==> src/rtl/cc_linefill_ctrl.sv <==
// ============================================================================
// cc_linefill_ctrl
// Miss-handling sequencer: fetches one 64-byte line as an 8-beat 64-bit AXI
// INCR read burst, assembles it in a 512-bit buffer, then writes tag + data
// into the SRAM write port in a single cycle and reports completion/error.
// Revision: 1.0 - initial release
// ============================================================================
`default_nettype none

module cc_linefill_ctrl #(
  parameter logic [3:0] ARID  = 4'd0,
  parameter int         SAT_W = 16
) (
  input  logic             clk,
  input  logic             rst_n,
  // miss request
  input  logic             miss_valid_i,
  output logic             miss_ready_o,
  input  logic [31:0]      miss_addr_i,
  // AXI read address channel
  output logic [3:0]       mem_arid_o,
  output logic [31:0]      mem_araddr_o,
  output logic [3:0]       mem_arlen_o,
  output logic [2:0]       mem_arsize_o,
  output logic [1:0]       mem_arburst_o,
  output logic             mem_arvalid_o,
  input  logic             mem_arready_i,
  // AXI read data channel
  input  logic [3:0]       mem_rid_i,
  input  logic [63:0]      mem_rdata_i,
  input  logic [1:0]       mem_rresp_i,
  input  logic             mem_rlast_i,
  input  logic             mem_rvalid_i,
  output logic             mem_rready_o,
  // SRAM write port
  output logic             wren_o,
  output logic [8:0]       waddr_o,
  output logic [17:0]      wdata_tag_o,
  output logic [511:0]     wdata_data_o,
  // completion / status
  output logic             fill_done_o,
  output logic             fill_err_o,
  output logic [SAT_W-1:0] fill_cnt_o
);

  typedef enum logic [1:0] {
    S_IDLE = 2'd0,
    S_AR   = 2'd1,
    S_R    = 2'd2,
    S_WR   = 2'd3
  } state_t;

  state_t             state;
  state_t             state_nxt;

  logic [16:0]        tag_q;
  logic [8:0]         idx_q;
  logic [25:0]        blk_q;
  logic [3:0]         cnt_q;      // beats stored so far; bit 3 set means the line is full
  logic               err_q;      // sticky for the current fill
  logic [511:0]       line_q;
  logic [SAT_W-1:0]   fill_cnt_q;

  logic               miss_hs;
  logic               beat;
  logic               beat_err;
  logic               wr_cycle;
  logic               unused_addr_lsb;

  assign miss_hs  = (state == S_IDLE) && miss_valid_i;
  assign beat     = (state == S_R) && mem_rvalid_i;
  assign wr_cycle = (state == S_WR);

  // A beat poisons the fill on a bad response, a foreign ID, an rlast that is
  // not the eighth beat, or any beat beyond the eighth.
  assign beat_err = (mem_rresp_i != 2'b00) || (mem_rid_i != ARID) ||
                    (mem_rlast_i && (cnt_q != 4'd7)) || cnt_q[3];

  // Byte offset within the line is irrelevant: requests are block-aligned.
  assign unused_addr_lsb = ^miss_addr_i[5:0];

  // State register
  always_ff @(posedge clk or negedge rst_n) begin
    if (!rst_n) begin
      state <= S_IDLE;
    end else begin
      state <= state_nxt;
    end
  end

  // Next-state logic
  always_comb begin
    state_nxt = state;
    case (state)
      S_IDLE: if (miss_valid_i)                  state_nxt = S_AR;
      S_AR:   if (mem_arready_i)                 state_nxt = S_R;
      S_R:    if (mem_rvalid_i && mem_rlast_i)   state_nxt = S_WR;
      S_WR:                                      state_nxt = S_IDLE;
      default:                                   state_nxt = S_IDLE;
    endcase
  end

  // Request capture, line assembly, error tracking and the fill counter
  always_ff @(posedge clk or negedge rst_n) begin
    if (!rst_n) begin
      tag_q      <= '0;
      idx_q      <= '0;
      blk_q      <= '0;
      cnt_q      <= '0;
      err_q      <= 1'b0;
      line_q     <= '0;
      fill_cnt_q <= '0;
    end else begin
      if (miss_hs) begin
        tag_q  <= miss_addr_i[31:15];
        idx_q  <= miss_addr_i[14:6];
        blk_q  <= miss_addr_i[31:6];
        cnt_q  <= '0;
        err_q  <= 1'b0;
        line_q <= '0;
      end
      if (beat) begin
        if (!cnt_q[3]) begin
          line_q[{cnt_q[2:0], 6'd0} +: 64] <= mem_rdata_i;
          cnt_q                            <= cnt_q + 4'd1;
        end
        if (beat_err) begin
          err_q <= 1'b1;
        end
      end
      if (wr_cycle && !err_q && (fill_cnt_q != {SAT_W{1'b1}})) begin
        fill_cnt_q <= fill_cnt_q + SAT_W'(1);
      end
    end
  end

  // Handshake and fixed AR fields
  assign miss_ready_o  = (state == S_IDLE);
  assign mem_arvalid_o = (state == S_AR);
  assign mem_rready_o  = (state == S_R);
  assign mem_arid_o    = ARID;
  assign mem_araddr_o  = {blk_q, 6'b0};
  assign mem_arlen_o   = 4'd7;
  assign mem_arsize_o  = 3'd3;
  assign mem_arburst_o = 2'b01;

  // SRAM write and status; write fields read zero outside the WR cycle
  assign wren_o       = wr_cycle && !err_q;
  assign waddr_o      = wr_cycle ? idx_q : 9'd0;
  assign wdata_tag_o  = wr_cycle ? {1'b1, tag_q} : 18'd0;
  assign wdata_data_o = wr_cycle ? line_q : 512'd0;
  assign fill_done_o  = wr_cycle;
  assign fill_err_o   = wr_cycle && err_q;
  assign fill_cnt_o   = fill_cnt_q;

endmodule

`default_nettype wire

==> config.mk <==
export PLATFORM = sky130hd
export DESIGN_NAME = cc_linefill_ctrl
export DESIGN_NICKNAME = d
export VERILOG_FILES = /design/src/rtl/cc_linefill_ctrl.sv
export SDC_FILE = /design/constraint.sdc
export NUM_CORES = 1
export LEC_CHECK = 0
export CORE_AREA = 2 2 281 283
export DETAILED_ROUTE_END_ITERATION = 7
export DIE_AREA = 0 0 283 285
export GPL_TIMING_DRIVEN = 0
export PLACE_DENSITY = 0.57
export REMOVE_ABC_BUFFERS = 1
export SLEW_MARGIN = 10
export SYNTH_ARGS = -nofsm -noshare
export SYNTH_HDL_FRONTEND = slang
export SYNTH_SLANG_ARGS = --single-unit
==> constraint.sdc <==
create_clock -name clk -period 5.8 [get_ports clk]
set_input_delay 1.16 -clock clk [delete_from_list [all_inputs] [get_ports clk]]
set_output_delay 1.16 -clock clk [all_outputs]
set_load 0.01 [all_outputs]
==> metrics <==
number of library cell types mapped by synthesis=between 40 and 50; H-Tree Depth=3; layout cell share with drive strength beyond 1=9.66%; routed via count=22500; Finished Layout Cells=4686; final setup margin=0.910 ns; vias in the first global route=between 20000 and 25000; CP top delay family=buffers and inverters; dominant cell type by area after synthesis=dfrtp_1; PwrDens=337 nW/um2; placed cells=4566; # clock sinks=between 500 and 600; Via-to-Cell Ratio=about 4.8; Seq/Total Area, Yosys=52.0%; TritonCTS buffer count=between 60 and 70; final core utilization=between 40% and 50%; Hold Path Class=input port to asynchronous set/reset pin; Final Hold Viols=0; Die Height=around 290 um; antenna violations before repair=3; GP Congestion=0.786; maximum buffer depth of the clock tree=3; global-route wire length before repair=140000 um; Iter 0 DRT Violations=around 1300; hold-fix buffers at CTS=0; Routed WL=92800 um; Async SR Flop Fraction=100%; Rel. slew slack=35.1%; clk_skew=0.0188 ns; final-report setup violation count=0; Tcrit/Tclk final=~84%; total track usage=22.3%; Area Overhead vs Synth=38.8%; hold_ws=0.416 ns; fin nets=3703; critical path's largest stage delay=0.74 ns; Post-Syn Instances=3006; Post-Syn Area per Cell=8.98 um2; detailed-route wire length per cell=19.8 um; clock-pin slew of the registers on the worst-case setup and hold paths=0.06 ns; Worst Tran Pin Value=slightly below 1 ns; Place WS=1.52 ns; ys flop type=dfrtp_1; WP buf/inv=5; CTS tree=built; Port Buffers=688; EDFF count, synth=0; #FFs+latches synth=561; run status=finished, final reports clean; Critical Path Most Common Cell=buf_16; critical path peak fanout=88; core footprint=between 70000 and 80000 um2; critical path type=flip-flop to output port; design area=37500 um2; CP required=~4.6 ns; GR Overflow Total=0; RSZ-0062 raised after global routing=no; VDD IR max=216 uV; Worst setup EP type=output port; initial core utilization=34.6%; Max Slew Vio Count=0; Synth Warn #=0; Pre-Repair DR Iteration Count=5; Syn Std Cell Area=27000 um2; area of placed instances=35300 um2; largest net degree at the start of global routing=101; Core Rows=103; Max Fclk=0.205 GHz; Leakage=approximately 16 nW; WP data arrival=3.73 ns; clock latency on the worst-skew pair=0.59 ns; Synth area leaders=dfrtp_1 (52%), and2_1 (13%), nand2_1 (11%); Root Driver=clkbuf_16; Die Area=just over 80000 um2; Die X=283 um; CP Cell Sequence=ha_4, buf_16, buf_16, buf_16, buf_12, and2_1, clkdlybuf4s50_1; top-area cell type share of the netlist area=52.0%; antenna-violating nets left=0; Critical Path Slowest Stage Cell=clkdlybuf4s50_1; Setup crit start kind=flip-flop; Final HPWL DP=roughly 63000 um; Final Critical Period=~5 ns; post-CTS setup buffer count=0; Resized Gates After CTS=0; IO Pins=between 700 and 800; drt drc=0; number of max-cap violations=0
-- layout by cell type (no fill, tap or decap), drive strengths merged, types with 2 or more instances in the layout --
master / n
ha: 10
inv: 10
dfrtp: 561
nand2b: 2
a21oi: 3
bufinv: 4
clkbuf: 100
mux2: 30
nand4: 5
nor3: 8
nand2: 760
buf: 84
clkinv: 13
or4: 3
o21ai: 435
and2: 540
conb: 19
o22ai: 2
and3: 3
nor2: 9
nor4: 8
nand3: 314
clkdlybuf4s50: 687
xor2: 10
-- cells by family (layout without fill, tap and decap cells) --
kind of cell,after synthesis,count (layout),share of synthesized area [%]
AND/OR/NAND/NOR,1660,1660,31.3
flip-flops,561,561,52.0
AO/OA/AOI/OAI,444,444,9.08
buffers and inverters,287,899,5.42
multiplexers,31,31,1.29
XOR/XNOR,11,11,0.357
adder cells (fa/ha/maj),10,10,0.464
other,2,20,0.0278
-- flip-flops by register name, indices dropped and copies added (netlist names) --
| register | cells |
|---|---|
| tag_q | 17 |
| cnt_q | 4 |
| state | 2 |
| err_q | 1 |
| fill_cnt_o | 16 |
| line_q | 512 |
| idx_q | 8 |
| blk_q | 1 |
-- per-layer routing --
metal,wire (um),GRT usage (%)
met1,38800,28.0
met2,44600,37.0
met3,6010,5.59
met4,3330,8.39
met5,14,0
-- power by group --
group / switching [mW] / internal [mW]
clock network: 1.74 / 2.53
registers: 0.305 / 4.45
logic: 2.23 / 1.38
total: 4.27 / 8.36
-- cells in the mapped netlist, types with 2 or more instances --
library cell and n:
buf_12 7, conb_1 2, buf_1 11, ha_1 10
buf_6 6, o21ai_1 65, nand3_2 64, dfrtp_1 561
nor4_1 5, nand2b_1 2, nor4_2 2, nor2_1 9
a21oi_1 3, buf_2 58, nand4_1 5, o21ai_0 314
clkbuf_1 154, xor2_1 10, nand3_1 250, buf_8 4
nand2_1 760, clkbuf_2 13, or4_1 2, mux2_2 30
nor3_1 8, o22ai_1 2, and2_1 540, o21ai_2 56
buf_4 25, and3_1 3, inv_1 9
-- final cells by class --
| type | count | area (um2) |
|---|---|---|
| Antenna cell | 1 | 2.50 |
| Timing Repair Buffer | 771 | 8240 |
| Multi-Input combinational cell | 2175 | 11600 |
| Fill cell | 7502 | 40500 |
| Sequential cell | 561 | 14000 |
| Clock buffer | 100 | 1960 |
| Tap cell | 1050 | 1310 |
| Inverter | 9 | 33.8 |
| Clock inverter | 19 | 250 |
-- stage by stage --
step / total power [mW] / TNS (ns)
4_1_cts: 12.8 / 0
2_1_floorplan: 6.60 / -4033.15
5_1_grt: 13.3 / 0
3_3_place_gp: 7.56 / -
3_5_place_dp: 8.47 / 0
6_report: 12.6 / 0
-- worst paths after layout --
| path | from | cells after the start | slack, ns | endpoint |
|---|---|---|---|---|
| max in group asynchronous | rst_n | 4 | 3.58 | line_q[501]$_DFF_PN0_ |
| min in group clk | line_q[212]$_DFF_PN0_ | 2 | 0.48 | line_q[212]$_DFF_PN0_ |
| worst max-delay path | state[0]$_DFFE_PN0P_ | 7 | 0.91 | wdata_data_o[178] |
| worst max register to register | cnt_q[0]$_DFF_PN0_ | 11 | 2.40 | line_q[8]$_DFF_PN0_ |
| worst min-delay path | rst_n | 1 | 0.42 | idx_q[5]$_DFFE_PN0P_ |
| worst min register to register | line_q[212]$_DFF_PN0_ | 2 | 0.48 | line_q[212]$_DFF_PN0_ |
Power figures use the tool's default switching activity.
